==> src/rtl/oled_tx_arbiter_pkg.sv <==
// Shared types and constants for the OLED transfer arbiter.
// Data/command selector values match the sender's D/C pin.
package oled_pkg;

  typedef enum logic [1:0] {
    IDLE,
    LAUNCH,
    WAIT,
    ACK
  } tx_state_t;

  localparam logic DC_CMD  = 1'b0;
  localparam logic DC_DATA = 1'b1;

  localparam int OLED_MAX_BYTES = 15;

endpackage

==> src/rtl/oled_tx_arbiter_if.sv <==
// Requester and sender signals of the OLED transfer arbiter.
// slave: the arbiter; master: the surrounding requesters and sender.
interface oled_tx_arbiter_if #(
  parameter int MAX_BYTES = 15,
  parameter int CNT_W     = 4
);

  logic                   cmd_req;
  logic [CNT_W-1:0]       cmd_count;
  logic [8*MAX_BYTES-1:0] cmd_bytes;
  logic                   cmd_ack;

  logic                   pix_req;
  logic [CNT_W-1:0]       pix_count;
  logic [8*MAX_BYTES-1:0] pix_bytes;
  logic                   pix_ack;

  logic                   oled_start;
  logic                   oled_data_type;
  logic [CNT_W-1:0]       oled_byte_count;
  logic [8*MAX_BYTES-1:0] oled_bytes;
  logic                   oled_done;

  logic                   busy;
  logic                   timeout_err;

  modport slave (
    input  cmd_req, cmd_count, cmd_bytes,
    input  pix_req, pix_count, pix_bytes,
    input  oled_done,
    output cmd_ack, pix_ack,
    output oled_start, oled_data_type,
    output oled_byte_count, oled_bytes,
    output busy, timeout_err
  );

  modport master (
    output cmd_req, cmd_count, cmd_bytes,
    output pix_req, pix_count, pix_bytes,
    output oled_done,
    input  cmd_ack, pix_ack,
    input  oled_start, oled_data_type,
    input  oled_byte_count, oled_bytes,
    input  busy, timeout_err
  );

endinterface

==> src/rtl/oled_tx_arbiter_rr_arb2.sv <==
// Two-way round-robin grant with a registered last-served bit.
// last_b resets to 1 so input a wins the first tie.
module rr_arb2 (
  input  logic clk,
  input  logic rst,
  input  logic req_a,
  input  logic req_b,
  input  logic update,
  input  logic served_b,
  output logic grant_any,
  output logic grant_b
);

  logic last_b;

  always_ff @(posedge clk or posedge rst) begin
    if (rst) begin
      last_b <= 1'b1;
    end else if (update) begin
      last_b <= served_b;
    end
  end

  always_comb begin
    grant_any = req_a | req_b;
    grant_b   = req_b;
    if (req_a && req_b) begin
      grant_b = ~last_b;
    end
  end

endmodule

==> src/rtl/oled_tx_arbiter.sv <==
// Shares one OLED SPI byte-sender between a command and a pixel stream,
// one latched transfer at a time, with a per-transfer watchdog.
module oled_tx_arbiter
  import oled_pkg::*;
#(
  parameter int MAX_BYTES      = OLED_MAX_BYTES,
  parameter int CNT_W          = 4,
  parameter int TIMEOUT_CYCLES = 1_000_000
) (
  input logic               clk,
  input logic               rst,
  oled_tx_arbiter_if.slave  bus
);

  localparam int WD_W = $clog2(TIMEOUT_CYCLES + 1);
  localparam logic [WD_W-1:0] WD_LAST =
    WD_W'(TIMEOUT_CYCLES - 1);
  localparam logic [CNT_W-1:0] MAX_CNT =
    CNT_W'(MAX_BYTES);

  tx_state_t state, nxt;

  logic [WD_W-1:0]        wd;
  logic                   cur_pix;
  logic                   start_q;
  logic                   cmd_ack_q;
  logic                   pix_ack_q;
  logic                   busy_q;
  logic                   err_q;
  logic                   dc_q;
  logic [CNT_W-1:0]       cnt_q;
  logic [8*MAX_BYTES-1:0] bytes_q;

  logic                   gnt_any;
  logic                   gnt_pix;
  logic                   grant;
  logic                   arb_upd;
  logic                   to_set;
  logic                   ack_pix;
  logic [CNT_W-1:0]       sel_cnt;
  logic [CNT_W-1:0]       clamped;
  logic [8*MAX_BYTES-1:0] sel_bytes;

  rr_arb2 u_arb (
    .clk       (clk),
    .rst       (rst),
    .req_a     (bus.cmd_req),
    .req_b     (bus.pix_req),
    .update    (arb_upd),
    .served_b  (cur_pix),
    .grant_any (gnt_any),
    .grant_b   (gnt_pix)
  );

  always_comb begin
    sel_cnt   = gnt_pix ? bus.pix_count : bus.cmd_count;
    sel_bytes = gnt_pix ? bus.pix_bytes : bus.cmd_bytes;
    clamped   = (sel_cnt > MAX_CNT) ? MAX_CNT : sel_cnt;
  end

  always_comb begin
    nxt     = state;
    grant   = 1'b0;
    arb_upd = 1'b0;
    to_set  = 1'b0;
    unique case (state)
      IDLE: begin
        if (gnt_any) begin
          grant = 1'b1;
          nxt   = (clamped == '0) ? ACK : LAUNCH;
        end
      end
      LAUNCH: nxt = WAIT;
      WAIT: begin
        // done beats a simultaneous watchdog expiry
        if (bus.oled_done) begin
          nxt = ACK;
        end else if (wd == WD_LAST) begin
          to_set = 1'b1;
          nxt    = ACK;
        end
      end
      ACK: begin
        arb_upd = 1'b1;
        nxt     = IDLE;
      end
      default: nxt = IDLE;
    endcase
    ack_pix = grant ? gnt_pix : cur_pix;
  end

  always_ff @(posedge clk or posedge rst) begin
    if (rst) begin
      state     <= IDLE;
      wd        <= '0;
      cur_pix   <= 1'b0;
      start_q   <= 1'b0;
      cmd_ack_q <= 1'b0;
      pix_ack_q <= 1'b0;
      busy_q    <= 1'b0;
      err_q     <= 1'b0;
      dc_q      <= 1'b0;
      cnt_q     <= '0;
      bytes_q   <= '0;
    end else begin
      state     <= nxt;
      start_q   <= (nxt == LAUNCH);
      busy_q    <= (nxt != IDLE);
      cmd_ack_q <= (nxt == ACK) && !ack_pix;
      pix_ack_q <= (nxt == ACK) && ack_pix;
      if (state == LAUNCH) begin
        wd <= '0;
      end else if (state == WAIT && !bus.oled_done
                   && wd != WD_LAST) begin
        wd <= wd + WD_W'(1);
      end
      if (grant) begin
        cnt_q   <= clamped;
        bytes_q <= sel_bytes;
        dc_q    <= gnt_pix ? DC_DATA : DC_CMD;
        cur_pix <= gnt_pix;
      end
      if (to_set) begin
        err_q <= 1'b1;
      end
    end
  end

  assign bus.oled_start      = start_q;
  assign bus.cmd_ack         = cmd_ack_q;
  assign bus.pix_ack         = pix_ack_q;
  assign bus.busy            = busy_q;
  assign bus.timeout_err     = err_q;
  assign bus.oled_data_type  = dc_q;
  assign bus.oled_byte_count = cnt_q;
  assign bus.oled_bytes      = bytes_q;

endmodule

==> src/flat_wrapper.sv <==
// flat-port wrapper written by rule: the top's interface ports become plain ports
module oled_tx_arbiter_flat import oled_pkg::*;
#(
  parameter int MAX_BYTES      = OLED_MAX_BYTES,
  parameter int CNT_W          = 4,
  parameter int TIMEOUT_CYCLES = 1_000_000
)
  (clk, rst, bus_cmd_req, bus_cmd_count, bus_cmd_bytes, bus_pix_req, bus_pix_count, bus_pix_bytes, bus_oled_done, bus_cmd_ack, bus_pix_ack, bus_oled_start, bus_oled_data_type, bus_oled_byte_count, bus_oled_bytes, bus_busy, bus_timeout_err);
  oled_tx_arbiter_if #(.MAX_BYTES(MAX_BYTES), .CNT_W(CNT_W)) bus_i ();
  input logic clk;
  input logic rst;
  input wire logic [$bits(bus_i.cmd_req)-1:0] bus_cmd_req;
  input wire logic [$bits(bus_i.cmd_count)-1:0] bus_cmd_count;
  input wire logic [$bits(bus_i.cmd_bytes)-1:0] bus_cmd_bytes;
  input wire logic [$bits(bus_i.pix_req)-1:0] bus_pix_req;
  input wire logic [$bits(bus_i.pix_count)-1:0] bus_pix_count;
  input wire logic [$bits(bus_i.pix_bytes)-1:0] bus_pix_bytes;
  input wire logic [$bits(bus_i.oled_done)-1:0] bus_oled_done;
  output wire logic [$bits(bus_i.cmd_ack)-1:0] bus_cmd_ack;
  output wire logic [$bits(bus_i.pix_ack)-1:0] bus_pix_ack;
  output wire logic [$bits(bus_i.oled_start)-1:0] bus_oled_start;
  output wire logic [$bits(bus_i.oled_data_type)-1:0] bus_oled_data_type;
  output wire logic [$bits(bus_i.oled_byte_count)-1:0] bus_oled_byte_count;
  output wire logic [$bits(bus_i.oled_bytes)-1:0] bus_oled_bytes;
  output wire logic [$bits(bus_i.busy)-1:0] bus_busy;
  output wire logic [$bits(bus_i.timeout_err)-1:0] bus_timeout_err;
  assign bus_i.cmd_req = bus_cmd_req;
  assign bus_i.cmd_count = bus_cmd_count;
  assign bus_i.cmd_bytes = bus_cmd_bytes;
  assign bus_i.pix_req = bus_pix_req;
  assign bus_i.pix_count = bus_pix_count;
  assign bus_i.pix_bytes = bus_pix_bytes;
  assign bus_i.oled_done = bus_oled_done;
  assign bus_cmd_ack = bus_i.cmd_ack;
  assign bus_pix_ack = bus_i.pix_ack;
  assign bus_oled_start = bus_i.oled_start;
  assign bus_oled_data_type = bus_i.oled_data_type;
  assign bus_oled_byte_count = bus_i.oled_byte_count;
  assign bus_oled_bytes = bus_i.oled_bytes;
  assign bus_busy = bus_i.busy;
  assign bus_timeout_err = bus_i.timeout_err;
  oled_tx_arbiter #(.MAX_BYTES(MAX_BYTES), .CNT_W(CNT_W), .TIMEOUT_CYCLES(TIMEOUT_CYCLES)) u_core (.clk(clk), .rst(rst), .bus(bus_i));
endmodule
==> config.mk <==
export PLATFORM = sky130hd
export DESIGN_NAME = oled_tx_arbiter_flat
export DESIGN_NICKNAME = d
export VERILOG_FILES = /design/src/rtl/oled_tx_arbiter_pkg.sv /design/src/rtl/oled_tx_arbiter_if.sv /design/src/rtl/oled_tx_arbiter_rr_arb2.sv /design/src/rtl/oled_tx_arbiter.sv /design/src/flat_wrapper.sv
export SDC_FILE = /design/constraint.sdc
export NUM_CORES = 1
export LEC_CHECK = 0
export CAP_MARGIN = 20
export CORE_MARGIN = 8
export CORE_UTILIZATION = 40
export CTS_CLUSTER_DIAMETER = 150
export CTS_CLUSTER_SIZE = 14
export DETAILED_ROUTE_END_ITERATION = 6
export PLACE_DENSITY = 0.8
export RECOVER_POWER = 25
export SKIP_LAST_GASP = 1
export SLEW_MARGIN = 20
export SYNTH_ARGS = -nofsm -noshare
export SYNTH_HDL_FRONTEND = slang
export SYNTH_SLANG_ARGS = --single-unit
export TNS_END_PERCENT = 30
==> constraint.sdc <==
create_clock -name clk -period 6.79 [get_ports clk]
set_clock_uncertainty 0.15 [all_clocks]
set_input_delay 2.037 -clock clk [delete_from_list [all_inputs] [get_ports clk]]
set_output_delay 2.037 -clock clk [all_outputs]
set_load 0.01 [all_outputs]
======== Yosys cells after proc, flatten, opt, wreduce, memory -nomap -nowiden ========
Index checks and enable logic that the tools add are counted.
word-level totals
  register bits after elaboration ......... 154
  bits in latches ......................... 0
  bits in writable memories ............... 0
  memory bits (read-only) ................. 0
  bits of input ports ..................... 253
  logic and storage cells ................. 53
  memories kept ........................... 0
operators by class
  add/subtract/negate cells ............... 1
  multiply operators ...................... 0
  div/mod/pow operators ................... 0
  order comparisons ....................... 1
  eq/ne operators ......................... 7
  shift operators ......................... 0
  mux-type cells .......................... 19
  bitwise logic cells ..................... 2
  reductions and logical operators ........ 11
operators by type and width
  operator                                                          count
  120-bit two-way mux                                               1
  20-bit two-way mux                                                2
  20-bit by 1-bit adder with 20-bit output (second input constant)  1
  20-bit == test (second input constant)                            1
  20-bit != test (second input constant)                            1
  1-bit two-way mux                                                 9
  2-bit two-way mux                                                 4
  4-bit two-way mux                                                 2
  2-bit case mux with 4 select lines                                1
  2-bit == test (second input constant)                             3
  1-bit logical AND                                                 5
  2-bit by 1-bit == test with 1-bit output (second input constant)  2
  4-bit > comparator (second input constant)                        1
  4-bit logical NOT                                                 1
  2-bit nonzero test                                                2
  1-bit logical NOT                                                 2
  2-bit logical NOT                                                 1
  1-bit inverter                                                    1
  1-bit bitwise OR                                                  1

======== Depth between registers and ports, before layout ========
Gate-level depths: netlist of run 1.
  depth in word-level cells ............... 11
  mapped depth ............................ 8
  mapped depth without buffers ............ 7

======== Cells and area by module ========
A second synthesis of run 1 with hierarchy kept.
second synthesis, totals
  cell total of the unflattened synthesis .. 697
  area total of the unflattened synthesis .. 7,189.4 um^2
modules (own cells, without submodules)
  module           instances  cells each  area each (um^2)
  oled_tx_arbiter  1          692         7,130.6
  rr_arb2          1          5           58.8

======== Worst setup path before layout of run 1 ========
No wires, ideal clock.
  path kind ............................... input to register
  start ................................... input port bus_pix_req
  end ..................................... register u_core.cnt_q[0] (netlist: u_core.bus.oled_byte_count[0])
  library setup time ...................... 83 ps
  arrival ................................. 3,116 ps
  data required time ...................... 6,557 ps
  slack ................................... 3,442 ps
  stages .................................. 6
  path buffers ............................ 3
  cells stage by stage .................... o21ai_1 -> buf_2 -> buf_2 -> clkbuf_1 -> nand2_1 -> o21ai_0
on the way
  cells in the longest elaborated chain, start to end .. 5
  elaborated cells on any way between the ends .. 8
  classes of those cells .................. 1 x order compare; 5 x mux; 1 x bitwise; 1 x reduce/logical
ends and longest elaborated chain
  element               RTL line                       source
  start, declared       flat_wrapper.sv:15             input wire logic [$bits(bus_i.pix_req)-1:0] bus_pix_req;
  1-bit logical AND     oled_tx_arbiter_rr_arb2.sv:27  if (req_a && req_b) begin
  1-bit two-way mux     oled_tx_arbiter_rr_arb2.sv:27
  4-bit two-way mux     oled_tx_arbiter.sv:56          sel_cnt = gnt_pix ? bus.pix_count : bus.cmd_count;
  4-bit > comparator    oled_tx_arbiter.sv:58          clamped = (sel_cnt > MAX_CNT) ? MAX_CNT : sel_cnt;
  4-bit two-way mux     oled_tx_arbiter.sv:58
  end signal, assigned  oled_tx_arbiter.sv:118         cnt_q <= clamped;
  end, declared         oled_tx_arbiter.sv:31          logic [CNT_W-1:0] cnt_q;
Parallel ways exist; a longest one is shown, timed or not.
A chain may end at the register's enable or synchronous reset.

==> results of run 1 <==
## cells by family after synthesis
logic type / Yosys count / share of synthesized area, %
simple gates: 194 / 12.2
flops: 154 / 53.3
compound gates: 149 / 11.1
mux: 127 / 17.6
buf+inv: 49 / 3.15
xor+xnor: 14 / 1.69
fa+ha+maj: 6 / 1.04
## power groups by stage
stage	Combinational, mW	Sequential, mW	Clock, mW
after global routing	2.20	1.57	0.900
after CTS	2.06	1.52	0.857
after floorplan	0.729	1.70	0
final	2.02	1.52	0.832
after detailed placement	2.05	1.54	0
after global placement	2.02	1.52	0
## flip-flops by register name, summed over array words and instances (netlist names)
signal                      count
u_core.bus.busy                 1
u_core.bus.cmd_ack              1
u_core.bus.oled_byte_count      4
u_core.bus.oled_bytes         120
u_core.bus.oled_data_type       1
u_core.bus.oled_start           1
u_core.bus.pix_ack              1
u_core.bus.timeout_err          1
u_core.cur_pix                  1
u_core.state                    2
u_core.u_arb.last_b             1
u_core.wd                      20
## stage by stage
step | cell area [µm²] | setup slack (ns) | utilization (%) | hold WS (ns) | instances
6_report | 11700 | 2.08 | 65.7 | 0.323 | 1297
5_1_grt | 11700 | 1.64 | 65.7 | 0.354 | 1297
4_1_cts | 11700 | 2.83 | 65.7 | 0.328 | 1295
3_5_place_dp | 11200 | 2.37 | 62.9 | 0.302 | 1264
3_3_place_gp | 11200 | 2.52 | 62.9 | 0.297 | 1264
2_1_floorplan | 7240 | 0.455 | - | 0.330 | 693
## cell type report
type | instances | area [µm²] | share of cell area (%)
Timing Repair Buffer | 387 | 3880 | 33.1
Antenna cell | 2 | 5.00 | 0.0427
Clock inverter | 3 | 15.0 | 0.128
Tap cell | 229 | 287 | 2.44
Multi-Input combinational cell | 490 | 3170 | 27.0
Clock buffer | 28 | 487 | 4.15
Sequential cell | 154 | 3850 | 32.9
Inverter | 4 | 20.0 | 0.171
## worst max-delay path: stages
cell	delay, ns
dlygate4sd3_1	0.59
inv_6	0.59
clkbuf_1	1.41
## layer usage
layer	GRT usage [%]	wire, µm	share of wire [%]	vias up
li1	-	-	-	3143
met5	0	0	0	-
met2	38.7	13400	52	186
met4	5.50	455	1.8	0
met1	26.3	10200	39	3005
met3	7.21	1920	7.4	27
## path summary, 6_finish.rpt
path / from / to / slack, ns / cells after the start
min: u_core.bus.oled_byte_count[1] / u_core.bus.oled_byte_count[1] / 0.32 / 2
min in group asynchronous: rst / u_core.bus.oled_bytes[94] / 2.13 / 2
min reg2reg: u_core.bus.oled_byte_count[1] / u_core.bus.oled_byte_count[1] / 0.32 / 2
max: rst / u_core.bus.oled_data_type / 2.08 / 3
max reg2reg: u_core.state[0] / u_core.wd[11] / 4.28 / 7
max in group clk: bus_oled_done / u_core.wd[11] / 2.80 / 6
## cell usage in the layout (no fill, tap or decap), types with 5 or more instances in the layout
cell type          n
nand3_1            6
clkbuf_16         17
mux2i_1          126
xor2_1            14
nor2b_1            5
nor2_1            25
clkbuf_1          10
o21ai_0          131
nand2_1          129
nand4_1            7
ha_1               6
clkdlybuf4s50_1  379
dfrtp_1          153
==> summary.md, run 1 <==
| Metric | Value |
|---|---|
| Synth Warn # | 0 |
| EDFF count, synth | 0 |
| Sw Pwr | 1.53 mW |
| CTS tree | yes |
| Post-DRT Antenna Nets | 0 |
| Cts repair resizes | 0 |
| Comb pwr share | 46.2% |
| Root Buffer | clkbuf_16 |
| First-pass detailed-route iteration total | 4 |
| CTS Buf Count | 17 |
| Port bufs | 382 |
| H-tree levels | 4 |
| Overflow after GRT | 0 |
| Top cells by area, synth | dfrtp_1 (53%), mux2i_1 (17%), o21ai_0 (8.8%) |
| Synth Register Bits | 154 |
| Peak VDD IR | 673 µV |
| Post-synthesis cell area | 7240 µm² |
| Cell Pwr Density | 373 nW/µm² |
| Fin nets | 1313 |
| DR WL/cell | 20.0 µm |
| Ys flop type | dfrtp_1 |
| Die Height | 151 µm |
| Vias in the first global route | 6359 |
| Hold crit path type | reg2reg |
| Routability congestion estimate | 0.816 |
| First-pass GRT wire length | 38300 µm |
| Iter 0 DRT Violations | 376 |
| CORE AREA | 17800 µm² |
| Maximum buffer depth of the clock tree | 2 |
| Critical setup path kind | in2async |
| Failing checks | max-capacitance violations, max-slew violations |
| Nature of the critical path endpoint | async pin |
| Synthesized Nets | 952 |
| Post-DP HPWL | 20200 µm |
| Ys async rst share | 100% |
| Period utilization | 69.4% |
| Yosys top cell area share | 52.9% |
| Sw Ratio | 35.0% |
| Die area | 22700 µm² |
| Slew HR | -25.2% |
| Vias | 6361 |
| Peak fanout along the critical path | 91 |
| Hold_buf cts | 0 |
| Max cap viols | 1 |
| Worst setup SP type | primary input |
| IO Pins | 383 |
| # fillers | 1444 |
| Initial antenna violation count | 2 |
| Proportion of layout cells with a drive suffix above 1 | 3.66% |
| # DRC | 0 |
| Seq/Total Area, Yosys | 53.3% |
| Power share of the clock group | 19.0% |
| Initial Util | 40.6% |
| Total power | 4.38 mW |
| Global Route Usage Sum | 22.4% |
| Power share of the sequential group | 34.7% |
| Setup TNS | 0 ns |
| Avg Cell Area, Syn | 10.4 µm² |
| Max-slew violation count | 33 |
| Status | finished with violations |
| Distinct cells, synth | 45 |
| Largest net degree at the start of global routing | 251 |
| Post-synth top cells | dfrtp_1 (153), nand2_1 (129), o21ai_0 (127), mux2i_1 (126), nor2_1 (24) |
| Synth area leader | dfrtp_1 |
| Die width | 151 µm |
| Cell with the most instances after synthesis | dfrtp_1 |
| Clk_lat worst skew | 0.41 ns |
| Clk sinks | 154 |
| Worst-path clk slew | 0.06 ns |
| Vias/cell | 4.90 |
| Internal | 2.85 mW |
| Max Clk Rate | 212 MHz |
| Row cnt | 49 |
| Tightest Pin Transition | 1.88 ns |
| Tmin final | 4.71 ns |
| Synthesized netlist cell count | 693 |
| Endpoints failing hold | 0 |
| Leak | 5.10 nW |
| Data arrival, critical path | 4.72 ns |
| DRT Wirelength | 26000 µm |
| Post-CTS Setup Bufs | 0 |
| Req. time, crit path | 6.80 ns |
| RSZ-0062 raised after global routing | false |
| Final setup vio count | 0 |
| Area added between synthesis and finish | 62.0% |
No activity file was read; power rests on OpenSTA's default activity.
==> run 2, diff against run 1 <==
==> constraint.sdc (replaced) <==
create_clock -name clk -period 4.4 [get_ports clk]
set_clock_uncertainty 0.15 [all_clocks]
set_input_delay 1.32 -clock clk [delete_from_list [all_inputs] [get_ports clk]]
set_output_delay 1.32 -clock clk [all_outputs]
set_load 0.01 [all_outputs]
==> run 2 against run 1 <==
Worst hold slack improved by 0.0020 ns. Final cell count increased by 0.46%. Non-clock buffer count up 1. Sequential power increased by 55%. Die area unchanged. Combinational power rose by 57%. Clock power rose by 84%. Largest cell class unchanged. First-iteration DRC count grew 2.7%. Wire length increased by 1.5%. The run now ends clean. Global-route usage rose by 0.12 points.
==> summary.md, run 2 (synthesis gave the netlist of run 1 again) <==
| Metric | Value |
|---|---|
| Proportion of layout cells with a drive suffix above 1 | 4.50% (+0.84 points) |
| Max Clk Rate | 337 MHz |
| Tmin final | 2.97 ns |
| Endpoints failing hold | 0 (unchanged) |
| Peak fanout along the critical path | 46 (-49%) |
| Leak | 5.15 nW (+0.88%) |
| CTS tree | yes |
| DR WL/cell | 20.2 µm (+1.0%) |
| Tightest Pin Transition | 0.855 ns (-1.02 ns) |
| Largest net degree at the start of global routing | 156 (-38%) |
| Hold_buf cts | 0 (unchanged) |
| Cts repair resizes | 0 (unchanged) |
| Peak VDD IR | 398 µV (-41%) |
| Most common cell after layout, fill and taps aside | clkdlybuf4s50_1 |
| Slew HR | 43.0% (+68 points) |
| Setup TNS | 0 ns (unchanged) |
| Period utilization | 67.4% |
| Max-slew violation count | 0 (-100%) |
| Root Buffer | clkbuf_16 |
| Clk_lat worst skew | 0.41 ns (about the same) |
| RSZ-0062 raised after global routing | false |
| Worst-path clk slew | 0.06 ns (about the same) |
| Data arrival, critical path | 3.10 ns (-1.62 ns) |
| H-tree levels | 4 (unchanged) |
| CORE AREA | 17800 µm² (unchanged) |
| # DRC | 0 (unchanged) |
| Final setup vio count | 0 (unchanged) |
| Vias in the first global route | 6592 (+3.7%) |
| First-pass detailed-route iteration total | 4 (unchanged) |
| Overflow after GRT | 0 (unchanged) |
| Port bufs | 382 (unchanged) |
| Req. time, crit path | 4.53 ns (-2.27 ns) |
| Nature of the critical path endpoint | flop |
| Maximum buffer depth of the clock tree | 2 (unchanged) |
| First-pass GRT wire length | 38700 µm (+0.93%) |
| Routability congestion estimate | 0.843 (+3.3%) |
| Post-CTS Setup Bufs | 0 (unchanged) |
| DRT Wirelength | 26400 µm (+1.5%) |
| Worst setup SP type | primary input |
| Vias/cell | 4.93 (+0.45%) |
| Post-DP HPWL | 20300 µm (+0.73%) |
| Clk sinks | 154 (unchanged) |
| IO Pins | 383 (unchanged) |
| Power share of the clock group | 21.7% (+2.7 points) |
| Power share of the sequential group | 33.3% (-1.4 points) |
| Status | finished clean |
| Max cap viols | 0 (-1) |
| Die width | 151 µm (unchanged) |
| Iter 0 DRT Violations | 386 (+2.7%) |
| Sw Pwr | 2.45 mW (+60%) |
| Hold crit path type | reg2reg |
| Die area | 22700 µm² (unchanged) |
| Comb pwr share | 45.0% (-1.2 points) |
| Cell Pwr Density | 594 nW/µm² (+59%) |
| Die Height | 151 µm (unchanged) |
| Area added between synthesis and finish | 64.1% |
| Internal | 4.61 mW (+62%) |
| Row cnt | 49 (unchanged) |
| Vias | 6419 (+0.91%) |
| Initial Util | 40.6% (unchanged) |
| Critical setup path kind | in2reg |
| Fin nets | 1314 (+0.076%) |
| Most frequent cells in the layout | clkdlybuf4s50_1 (381), dfrtp_1 (153), o21ai_0 (130), nand2_1 (129), mux2i_1 (126) |
| Global Route Usage Sum | 22.5% (+0.12 points) |
| Initial antenna violation count | 3 (+1) |
| CTS Buf Count | 17 (unchanged) |
| Hold_ws | 0.325 ns (+0.00201 ns) |
| Post-DRT Antenna Nets | 0 (unchanged) |
| Sw Ratio | 34.7% (-0.31 points) |
| Max reg flops | 120 (unchanged) |
==> run 2: metrics by stage <==
| step | setup slack (ns) | power [mW] | cells | cell area, µm² | util [%] |
|---|---|---|---|---|---|
| after global placement | 1.03 | 5.48 | 1265 | 11300 | 63.2 |
| final | 1.43 | 7.06 | 1303 | 11900 | 66.6 |
| after CTS | 1.45 | 7.13 | 1296 | 11900 | 66.6 |
| after global routing | 1.36 | 7.49 | 1300 | 11900 | 66.5 |
| after floorplan | 0.986 | 3.74 | 693 | 7240 | - |
| after detailed placement | 1.01 | 5.58 | 1265 | 11300 | 63.2 |
==> run 2: worst paths after layout <==
kind,from,to,slack (ns),cells past startpoint
setup reg to reg,u_core.wd[10],u_core.wd[1],1.73,5
setup / recovery,bus_pix_req,u_core.bus.oled_bytes[75],1.43,5
hold / removal,u_core.bus.oled_bytes[90],u_core.bus.oled_bytes[90],0.33,2
max in group asynchronous,rst,u_core.bus.oled_bytes[48],2.00,3
hold reg to reg,u_core.bus.oled_bytes[90],u_core.bus.oled_bytes[90],0.33,2
min in group asynchronous,rst,u_core.bus.oled_bytes[110],1.47,3
==> run 2: critical path, stage by stage <==
cell and delay (ns):
clkdlybuf4s50_1 0.56, a21boi_4 0.39, buf_12 0.33, mux2i_1 0.30, o21ai_0 0.12
==> run 2: area by class of cell <==
cell class / count / area [µm²]
clock inverters: 12 / 175
inverters: 4 / 18.8
multi-input cells: 490 / 3150
fillers: 1411 / 5960
well taps: 229 / 287
clock buffers: 19 / 433
repair buffers: 388 / 3940
flip-flops and latches: 154 / 3850
diodes: 7 / 17.5
==> run 2: power groups by stage <==
stage	clock network [mW]	logic [mW]	registers, mW
global route	1.62	3.45	2.42
global placement	0	3.14	2.34
CTS	1.56	3.22	2.36
floorplan	0	1.13	2.62
finish	1.53	3.17	2.35
detailed placement	0	3.21	2.37
==> run 2: layer usage <==
metal / vias up / global-route usage [%] / routed length (µm)
li1: 3137 / - / -
met2: 204 / 39.1 / 13800
met5: - / 0 / 0
met1: 3037 / 24.9 / 9740
met4: 0 / 10.5 / 758
met3: 41 / 6.46 / 2060
